## src/rtl/jt08_adpcmb_pkg.sv

```systemverilog
// jt08_adpcmb_pkg: shared constants, step factor table and FSM states for the ADPCM-B decoder
package jt08_adpcmb_pkg;
  localparam int STEP_INIT_D = 127;
  localparam int STEP_MIN_D  = 127;
  localparam int STEP_MAX_D  = 24576;
  typedef enum logic [1:0] {IDLE, MUL_D, MUL_S, COMMIT} state_t;
  function automatic logic [7:0] f_factor(input logic [2:0] mag);
    case (mag)
      3'd4:    return 8'd77;
      3'd5:    return 8'd102;
      3'd6:    return 8'd128;
      3'd7:    return 8'd153;
      default: return 8'd57;
    endcase
  endfunction
endpackage

```

## src/rtl/jt08_adpcmb_smul.sv

```systemverilog
// jt08_adpcmb_smul: serial shift-add multiplier, one multiplier bit per clk
// start consumes bit 0; done flags the edge that adds the last bit.
module jt08_adpcmb_smul (
  input  logic        clk,
  input  logic        rst_n,
  input  logic        clr,
  input  logic        start,
  input  logic [3:0]  nbits,
  input  logic [7:0]  mult,
  input  logic [15:0] mcand,
  output logic [21:0] acc,
  output logic        done
);
  logic [7:0]  m;
  logic [3:0]  cnt;
  logic        run;
  logic [21:0] term;
  assign term = m[0] ? {6'd0, mcand} << cnt : '0;
  assign done = run && cnt == nbits - 4'd1;
  always_ff @(posedge clk or negedge rst_n)
    if (!rst_n) begin
      acc <= '0;
      m   <= '0;
      cnt <= '0;
      run <= 1'b0;
    end else if (clr) begin
      acc <= '0;
      m   <= '0;
      cnt <= '0;
      run <= 1'b0;
    end else if (start) begin
      acc <= mult[0] ? {6'd0, mcand} : '0;
      m   <= mult >> 1;
      cnt <= 4'd1;
      run <= 1'b1;
    end else if (run) begin
      acc <= acc + term;
      m   <= m >> 1;
      cnt <= cnt + 4'd1;
      run <= !done;
    end
endmodule

```

## src/rtl/jt08_adpcmb_dec.sv

```systemverilog
// jt08_adpcmb_dec: ADPCM-B delta-T nibble decoder built around one shared serial multiplier
module jt08_adpcmb_dec
  import jt08_adpcmb_pkg::*;
#(
  parameter int STEP_INIT = STEP_INIT_D,
  parameter int STEP_MIN  = STEP_MIN_D,
  parameter int STEP_MAX  = STEP_MAX_D
) (
  input  logic               clk,
  input  logic               rst_n,
  input  logic               cen,
  input  logic               adv,
  input  logic               clr,
  input  logic [7:0]         data,
  input  logic               nibble_sel,
  output logic signed [15:0] pcm,
  output logic               pcm_ok,
  output logic               busy,
  output logic               ovr
);
  localparam logic [21:0] S_MIN = 22'(STEP_MIN);
  localparam logic [21:0] S_MAX = 22'(STEP_MAX);
  state_t             st;
  logic [3:0]         nib;
  logic               go;
  logic [18:0]        dacc;
  logic [15:0]        step, diff, s_new;
  logic [21:0]        acc, s_sh;
  logic               done;
  logic signed [17:0] xs;
  logic signed [15:0] x_new;
  jt08_adpcmb_smul u_mul (
    .clk   (clk),
    .rst_n (rst_n),
    .clr   (clr),
    .start (go),
    .nbits (st == MUL_D ? 4'd4 : 4'd8),
    .mult  (st == MUL_D ? {4'd0, nib[2:0], 1'b1} : f_factor(nib[2:0])),
    .mcand (step),
    .acc   (acc),
    .done  (done)
  );
  // pcm doubles as the predictor x; both products derive from the pre-commit step
  assign diff  = 16'(dacc >> 3);
  assign xs    = nib[3] ? {{2{pcm[15]}}, pcm} - {2'b0, diff} : {{2{pcm[15]}}, pcm} + {2'b0, diff};
  assign x_new = xs < -18'sd32768 ? 16'sh8000 : xs > 18'sd32767 ? 16'sh7fff : xs[15:0];
  assign s_sh  = acc >> 6;
  assign s_new = s_sh < S_MIN ? S_MIN[15:0] : s_sh > S_MAX ? S_MAX[15:0] : s_sh[15:0];
  always_ff @(posedge clk or negedge rst_n)
    if (!rst_n) begin
      st     <= IDLE;
      nib    <= '0;
      go     <= 1'b0;
      dacc   <= '0;
      step   <= 16'(STEP_INIT);
      pcm    <= '0;
      pcm_ok <= 1'b0;
      busy   <= 1'b0;
      ovr    <= 1'b0;
    end else if (clr) begin
      st     <= IDLE;
      go     <= 1'b0;
      dacc   <= '0;
      step   <= 16'(STEP_INIT);
      pcm    <= '0;
      pcm_ok <= 1'b0;
      busy   <= 1'b0;
      ovr    <= 1'b0;
    end else begin
      pcm_ok <= 1'b0;
      go     <= 1'b0;
      if (cen && adv && st != IDLE) ovr <= 1'b1;
      case (st)
        IDLE: if (cen && adv) begin
          nib  <= nibble_sel ? data[3:0] : data[7:4];
          busy <= 1'b1;
          go   <= 1'b1;
          st   <= MUL_D;
        end
        MUL_D: if (done) begin
          go <= 1'b1;
          st <= MUL_S;
        end
        MUL_S: begin
          if (go) dacc <= acc[18:0];
          if (done) st <= COMMIT;
        end
        COMMIT: begin
          pcm    <= x_new;
          step   <= s_new;
          pcm_ok <= 1'b1;
          busy   <= 1'b0;
          st     <= IDLE;
        end
      endcase
    end
endmodule

```

## config.mk

```make
export PLATFORM = sky130hd
export DESIGN_NAME = jt08_adpcmb_dec
export DESIGN_NICKNAME = d
export VERILOG_FILES = /design/src/rtl/jt08_adpcmb_pkg.sv /design/src/rtl/jt08_adpcmb_smul.sv /design/src/rtl/jt08_adpcmb_dec.sv
export SDC_FILE = /design/constraint.sdc
export NUM_CORES = 1
export LEC_CHECK = 0
export ABC_AREA = 1
export BUFFER_PORTS_ARGS = -buffer_cell sky130_fd_sc_hd__buf_4
export CAP_MARGIN = 20
export CORE_AREA = 2 2 86 149
export DETAILED_ROUTE_END_ITERATION = 8
export DIE_AREA = 0 0 88 151
export PLACE_DENSITY = 0.8
export SYNTH_ARGS = -nofsm -noshare
export SYNTH_HDL_FRONTEND = slang
export SYNTH_SLANG_ARGS = --single-unit
```

## constraint.sdc

```tcl
create_clock -name clk -period 4.19 [get_ports clk]
set_clock_uncertainty 0.2 [all_clocks]
set_input_delay 0.838 -clock clk [delete_from_list [all_inputs] [get_ports clk]]
set_output_delay 0.838 -clock clk [all_outputs]
set_load 0.02 [all_outputs]
```

==> results of run 1 <==
==> critical path, cell delays in order (launching register included) <==
cell and delay (ns):
dfrtp_1 0.39, inv_1 0.12, ha_1 0.19, nand3_1 0.13
nor3_2 0.28, nand4_1 0.18, nand2_1 0.15, xor2_1 0.17
inv_1 0.06, ha_1 0.35, nand2_1 0.13, nor2_2 0.13
and3_1 0.18, nand2_2 0.07, nand2_1 0.08, nand2_1 0.05
nand2_1 0.07, nand2_2 0.07, a21oi_4 0.44, nand2_1 0.12
nand2_1 0.09
==> routing by layer <==
layer | vias up | share of wire
li1 | 3726 | -
met1 | 3501 | 0.35
met2 | 242 | 0.54
met3 | 106 | 0.038
met4 | 0 | 0.077
met5 | - | 0
==> stage by stage <==
stage / instances / worst slack (ns) / hold WS, ns / cell area (µm²)
2_1_floorplan: 1125 / 1.09 / 0.246 / 7420
3_3_place_gp: 1305 / 0.323 / 0.270 / 7850
3_5_place_dp: 1305 / 0.299 / 0.277 / 7850
4_1_cts: 1321 / 0.244 / 0.299 / 8150
5_1_grt: 1322 / 0.126 / 0.324 / 8160
6_report: 1322 / 0.436 / 0.297 / 8160
==> sequential cells by signal (all words and copies together) (netlist names), 2 cells and up <==
signal,flops
dacc,16
nib,4
pcm,16
st,2
step,16
u_mul.acc,22
u_mul.cnt,4
u_mul.m,7
==> worst paths after layout <==
check / from / endpoint / slack [ns]
worst min-delay path: u_mul.m[6] / u_mul.m[6] / 0.30
max in group asynchronous: rst_n / step[6] / 2.62
worst max register to register: dacc[3] / pcm[6] / 0.44
min in group asynchronous: rst_n / u_mul.m[2] / 0.33
worst min register to register: u_mul.m[6] / u_mul.m[6] / 0.30
worst max-delay path: dacc[3] / pcm[6] / 0.44
==> power by group through the flow <==
stage,logic (µW),registers [µW],clock network [µW]
after floorplan,1340,1090,0
after global placement,1760,1120,0
after detailed placement,1780,1120,0
after CTS,1790,1100,838
after global routing,2010,1120,872
final,1790,1110,838
==> cells in the final DEF (no fill, tap or decap), types with 13 or more instances in the layout <==
| master | netlist | final |
|---|---|---|
| xor2_1 | 21 | 21 |
| nor2_1 | 92 | 92 |
| nand2_1 | 331 | 331 |
| o22ai_1 | 32 | 32 |
| nand2_2 | 13 | 13 |
| buf_4 | 1 | 49 |
| nand3_1 | 61 | 61 |
| dfrtp_1 | 85 | 85 |
| a21oi_1 | 78 | 78 |
| inv_1 | 144 | 144 |
| o21ai_0 | 94 | 94 |
| ha_1 | 44 | 44 |
==> kinds of logic (layout without fill, tap and decap cells) <==
logic type | after synthesis | count (layout)
XOR/XNOR | 29 | 29
AO/OA/AOI/OAI | 241 | 241
AND/OR/NAND/NOR | 535 | 535
flip-flops | 92 | 92
adder cells (fa/ha/maj) | 46 | 46
buffers and inverters | 181 | 213
multiplexers | 1 | 1
==> area by class of cell <==
| type | count | area [µm²] | area share |
|---|---|---|---|
| Multi-Input combinational cell | 852 | 4420 | 0.541 |
| Sequential cell | 92 | 2310 | 0.283 |
| Inverter | 148 | 556 | 0.0681 |
| Timing Repair Buffer | 49 | 368 | 0.0451 |
| Clock buffer | 9 | 225 | 0.0276 |
| Tap cell | 165 | 206 | 0.0253 |
| Clock inverter | 7 | 77.6 | 0.00951 |
==> repair_timing <==
item,in CTS,in global routing
hold endpoints to repair,0,0
hold buffers,0,0
endpoints found under the setup margin,0,12
resized for setup,0,1
==> impl_metrics.toml, run 1 <==
[hold_path]
hp-class = "reg2reg"
holdPathStages = 2

[power]
p_leak_uw = 0.00420
seqPwrFrac = 0.296
finalPower_uw = 3730
comb_power_share = 0.479
p_int_uw = 1990
ir_drop_uv = 264
p_sw_frac = 0.466
p_sw_uw = 1740
power_density_nw_per_um2 = 458
power_frac_clock = 0.224

[timing]
tightest_slew_ns = 0.818
max_freq_mhz = 266
setup_tns_ns = 0
setup_viol = 0
fin_crit_ns = 3.75
slew_headroom = 0.451
rsz0062_at_grt = "no"
finalHoldViolations = 0
slew_violations = 0
fin_crit_sh = 0.896

[yosys]
yosys-top-cells-count = "nand2_1, inv_1, o21ai_0"
synth_cells = 1125
yosys.area_share.adder = 0.0795
postSynthAreaPerCell_um2 = 6.60
yosysMostFrequentCell = "nand2_1"
yosys_most_used_dff = "dfrtp_1"
synth_seq_area_share = 0.311
synthMuxAreaShare = 0.00135
synth_enable_flop_cells = 0
synth.top_cell.area_share = 0.286
yosys_register_bits = 92
yosysWarnings = 0
synth_top_cells_by_area = "dfrtp_1, nand2_1, ha_1"
synth_xor_area_frac = 0.0342
synth_compound_area_frac = 0.180
yosys.area_share.simple = 0.299
netlist_area_um2 = 7420
synth_top_family_by_area = "simple AND/OR/NAND/NOR gates"
yosys.area.top_type = "dfrtp_1"
synth_cell_types = 46
synthArstFlopShare = 1.00
synth_nets = 1185

[detailed_routing]
routedWlPerCell_um = 17.7
wirelength_mm = 23.4
drc = 0
ant_nets = 0
vias = 7575
dr.pass1.iters = 5
drt-initial-drc-count = 468
via_per_inst = 5.73

[place]
gp_congestion = 1.06
io_buffers = 32
place_hpwl_mm = 18.7

[run_status]
outcome = "complete, no violations"

[layout]
fin_util = 0.680
num_antenna_cells = 0
drive_above_1_share = 0.0873
syn_to_final_growth_pct = 9.91
nNetsFinal = 1212
n_fill_cell = 1112

[global_route]
met3_usage = 0.0332
grt_pass1_vias = 7719
grt.total_usage = 0.366
grt.busiest_layer = "met2"
grt_max_degree = 57
grt_util_met1 = 0.355
antenna_found_initial = 0
grt_use_met2 = 0.701
grt_overflow = 0
grt_pass1_wl_mm = 36.9

[clock_tree]
worstSkewPairLatency_ns = 0.36
cts_buffers = 9
htree_num_levels = 3
root_buffer = "clkbuf_16"
clk_pin_slew_ns = 0.08
cts_tree = "yes"
cts.path.max_buffers = 2
cts.sinks = 92
cts_setup_buffers = 0

[setup_path]
end_kind = "flop"
startpoint_type = "flop"
cp.arrival_ns = 3.85
cp.required_ns = 4.28
reg2reg_depth = 20
critPathKind = "reg2reg"
crit_fanout = 15

[die]
initial_core_util = 0.619
io_pins = 33
die_area_um2 = 13300
die_h_um = 151
die-width_um = 88
coreArea_um2 = 12000
rows = 53

[run]
maxCapViolCount = 0
(Power assumes the default switching activity.)
==> run 2: changes to the inputs <==
PLACE_DENSITY = 0.86   (was 0.8)
==> impl_metrics.toml, run 2 (synthesis results as in run 1) <==
[setup_path]
startpoint = "dacc[4]"
end_kind = "flop"
cp.required_ns = 4.28
crit_fanout = 15
cp_common_cell = "nand2_1"
reg2reg_depth = 18
crit_chain = "inv_1, ha_1, nand3_1, nor3_1, nand4_1, nand2_1, nand2_1, xor2_1, ha_1, a21oi_1, nand2_1, a21oi_1, nand3_1, nand2_1, nand2_2, a21oi_4, nand2_1, nand2_1"
critPathKind = "reg2reg"
rr_startpoint = "dacc[4]"
cp.arrival_ns = 3.89
crit_end = "pcm[8]"
startpoint_type = "flop"
rrSetupSlack_ns = 0.39
crit_slowest_cell = "nor3_1"
path_depth = 18
slowest_delay_ns = 0.42
path_delay_family = "simple AND/OR/NAND/NOR gates"
worst-path-buf-inv = 1
r2r-end = "pcm[8]"

[hold_path]
min_from = "u_mul.m[2]"
hp-class = "reg2reg"

[clock_tree]
clk_pin_slew_ns = 0.08
cts_tree = "yes"
cts_setup_buffers = 0
cts.path.max_buffers = 2
cts_buffers = 9
root_buffer = "clkbuf_16"
cts-resized-gates = 0
cts_hold_buf = 0
cts.sinks = 92
worstSkewPairLatency_ns = 0.36
htree_num_levels = 3

[die]
io_pins = 33
die_area_um2 = 13300
coreArea_um2 = 12000
rows = 53
die_h_um = 151
initial_core_util = 0.619
die-width_um = 88

[global_route]
grt_overflow = 0
grt_max_degree = 62
antenna_found_initial = 0
grt_pass1_wl_mm = 36.2
grt.total_usage = 0.357
grt_pass1_vias = 7521

[detailed_routing]
routedWlPerCell_um = 17.3
met2_length_mm = 12.2
drt-initial-drc-count = 584
dr.pass1.iters = 5
wirelength_mm = 22.8
vias = 7682
ant_nets = 0
wl_met3_um = 889
drc = 0
m1WireLength_mm = 8.01
routed.top_layer = "met4"
via_per_inst = 5.84

[layout]
num_antenna_cells = 0
nNetsFinal = 1206
layout_commonest_cell = "nand2_1"
mostFrequentLayoutCells = "nand2_1, inv_1, o21ai_0"
n_fill_cell = 1086
fin_cells = 1316
fin_util = 0.675
largest_reg_flops = 22
drive_above_1_share = 0.0817
regMostFlops = "u_mul.acc"
syn_to_final_growth_pct = 9.20

[timing]
max_freq_mhz = 263
setup_tns_ns = 0
slew_headroom = 0.254
slew_violations = 0
rsz0062_at_grt = "no"
setup_viol = 0
fin_crit_ns = 3.80
finalHoldViolations = 0
tightest_slew_ns = 1.12
fin_crit_sh = 0.907

[place]
place_hpwl_mm = 17.9
io_buffers = 32
gp_congestion = 1.09
post-place-cells = 1300

[run]
maxCapViolCount = 0

[power]
ir_drop_uv = 307
power_density_nw_per_um2 = 461
p_leak_uw = 0.00417

[run_status]
outcome = "complete, no violations"
## run 2: through the flow
| step | area [µm²] | setup WS, ns | hold slack (ns) | total power (µW) |
|---|---|---|---|---|
| floorplan | 7420 | 1.09 | 0.246 | 2440 |
| global placement | 7810 | 0.578 | 0.262 | 2830 |
| detailed placement | 7810 | 0.482 | 0.278 | 2870 |
| CTS | 8110 | 0.431 | 0.300 | 3700 |
| global route | 8110 | 0.0269 | 0.326 | 4000 |
| finish | 8110 | 0.391 | 0.295 | 3730 |
## run 2: final cells by class
cell class	instances	area, µm²	area share
multi-input cells	852	4410	0.544
inverters	148	556	0.0685
repair buffers	43	323	0.0398
clock buffers	9	225	0.0278
well taps	165	206	0.0255
flip-flops and latches	92	2310	0.285
clock inverters	7	75.1	0.00926
## run 2: worst min path at each step
| stage | to | slack, ns | cells past startpoint |
|---|---|---|---|
| 3_5_place_dp | u_mul.m[2] | 0.28 | 2 |
| 4_1_cts | u_mul.m[3] | 0.30 | 2 |
| 2_1_floorplan | u_mul.m[6] | 0.25 | 2 |
| 5_1_grt | u_mul.m[2] | 0.33 | 2 |
| 3_3_place_gp | u_mul.m[6] | 0.26 | 2 |
| 6_report | u_mul.m[2] | 0.29 | 2 |
## run 2: tightest hold or removal path, delay by kind of cell, from the launching register on
family / cells / cell delay, ns
simple gates: 1 / 0.05
flops: 1 / 0.34
compound gates: 1 / 0.06
## run 2: where the power goes
part | total (µW) | internal [µW] | leakage (µW) | switching, µW
registers | 1100 | 987 | 0.00124 | 115
logic | 1790 | 579 | 0.00279 | 1210
clock network | 844 | 424 | 0.000145 | 420
total | 3730 | 1990 | 0.00417 | 1740
## run 2: metal layers
| metal | vias up | track usage |
|---|---|---|
| met5 | - | 0 |
| met4 | 0 | 0.244 |
| met3 | 113 | 0.0403 |
| met2 | 263 | 0.667 |
| met1 | 3590 | 0.356 |
| li1 | 3716 | - |
==> run 3: changes to the inputs <==
CORE_AREA = 5 5 89 152   (was 2 2 86 149)
DIE_AREA = 0 0 94 157   (was 0 0 88 151)
==> impl_metrics.toml, run 3 (synthesis results as in run 1) <==
[layout]
n_fill_cell = 1136
regMostFlops = "u_mul.acc"
mostFrequentLayoutCells = "nand2_1, inv_1, o21ai_0"
seq_area_um2 = 2310
multi_input_area_um2 = 4410
drive_above_1_share = 0.0817
largest_reg_flops = 22
num_antenna_cells = 0
nNetsFinal = 1206
syn_to_final_growth_pct = 9.42
layout_commonest_cell = "nand2_1"

[global_route]
grt_overflow = 0
grt_max_degree = 46
grt.total_usage = 0.305
grt_pass1_wl_mm = 35.2
antenna_found_initial = 0
grt_pass1_vias = 7505

[timing]
setup_tns_ns = 0
setup_viol = 0
finalWorstSetupSlack_ns = 0.468
tightest_slew_ns = 0.805
max_freq_mhz = 269
slew_violations = 0
slew_headroom = 0.459
rsz0062_at_grt = "no"
fin_crit_ns = 3.72
finalHoldViolations = 0
fin_crit_sh = 0.888

[setup_path]
cp_common_cell = "nand2_1"
path_delay_family = "simple AND/OR/NAND/NOR gates"
cp.arrival_ns = 3.82
slowest_delay_ns = 0.41
cp.required_ns = 4.29
startpoint_type = "flop"
crit_fanout = 15
crit_chain = "inv_1, ha_1, nand3_1, nor3_1, nand4_1, nand2_1, nand2_1, xor2_1, ha_1, a21oi_1, nand2_1, a21oi_1, nand3_1, nand2_1, nand2_2, a21oi_4, nand2_1, nand2_1"
crit_slowest_cell = "a21oi_4"
critPathKind = "reg2reg"
end_kind = "flop"
worst-path-buf-inv = 1

[power]
seqPwrFrac = 0.294
p_sw_uw = 1710
power_density_nw_per_um2 = 461
p_leak_uw = 0.00418
p_sw_frac = 0.455
p_int_uw = 2040
power_frac_clock = 0.232
ir_drop_uv = 254
comb_power_share = 0.474

[place]
gp_congestion = 1.09
pre_cts_ws_ns = 0.498
io_buffers = 32
place_hpwl_mm = 17.4

[die]
die_area_um2 = 14800
io_pins = 33
initial_core_util = 0.615
rows = 53
coreArea_um2 = 12100
die-width_um = 94
die_h_um = 157

[clock_tree]
cts_setup_buffers = 0
clk_pin_slew_ns = 0.08
cts_tree = "yes"
cts_buffers = 9
cts.path.max_buffers = 2
cts.sinks = 92
cts-resized-gates = 0
cts_hold_buf = 0
htree_num_levels = 3
root_buffer = "clkbuf_16"
worstSkewPairLatency_ns = 0.35

[detailed_routing]
dr.pass1.iters = 6
routedWlPerCell_um = 16.7
vias = 7609
drt-initial-drc-count = 562
via_per_inst = 5.78
drc = 0
wirelength_mm = 22.0
ant_nets = 0

[hold_path]
hp-class = "in2async"

[run]
maxCapViolCount = 0

[run_status]
outcome = "complete, no violations"
## run 3: cell types whose count changed in the layout (fill, tap and decap cells not counted), sizes merged
| cell | before | now |
|---|---|---|
| clkinv | 4 | 3 |
| bufinv | 0 | 1 |
## run 3: layout make-up
class	instances	area share
clock buffer	9	0.0277
tap	165	0.0254
multi-input combinational	852	0.543
sequential	92	0.284
clock inverter	7	0.0112
timing repair buffer	43	0.0397
inverter	148	0.0684
## run 3: power groups by stage
stage	Combinational, µW	Sequential, µW	Clock [µW]
5_1_grt	1970	1110	909
4_1_cts	1760	1100	873
3_5_place_dp	1750	1110	0
3_3_place_gp	1710	1110	0
6_report	1770	1100	871
2_1_floorplan	1340	1090	0
## run 3: worst reg2reg max path, delay by kind of cell, from the launching register on
| kind | cells | cell delay [ns] |
|---|---|---|
| simple gates | 11 | 1.44 |
| compound gates | 3 | 0.87 |
| fa+ha+maj | 2 | 0.53 |
| flops | 1 | 0.38 |
| xor+xnor | 1 | 0.14 |
| buf+inv | 1 | 0.12 |
## run 3: per-layer routing
layer / share of wire / global-route usage / vias to the layer above
li1: - / - / 3723
met1: 0.36 / 0.308 / 3495
met2: 0.52 / 0.569 / 277
met3: 0.041 / 0.0402 / 114
met4: 0.076 / 0.206 / 0
met5: 0 / 0 / -
## run 3: path summary, 6_finish.rpt
path                            start          to  slack, ns  cells past startpoint
max                           dacc[3]      pcm[0]       0.47                     18
min                             rst_n  u_mul.m[3]       0.27                      1
max reg2reg                   dacc[3]      pcm[0]       0.47                     18
min reg2reg                u_mul.m[3]  u_mul.m[3]       0.28                      2
max in group asynchronous       rst_n     pcm[10]       2.74                      2
min in group clk           u_mul.m[3]  u_mul.m[3]       0.28                      2
## run 3: per-stage QoR
step	hold WS, ns	area [µm²]	utilization	cells	power [µW]
after CTS	0.287	8120	0.673	1315	3730
after global routing	0.316	8120	0.673	1316	3990
after floorplan	0.246	7420	-	1125	2440
final	0.272	8120	0.673	1316	3750
after detailed placement	0.270	7800	0.646	1299	2860
after global placement	0.264	7800	0.646	1299	2820
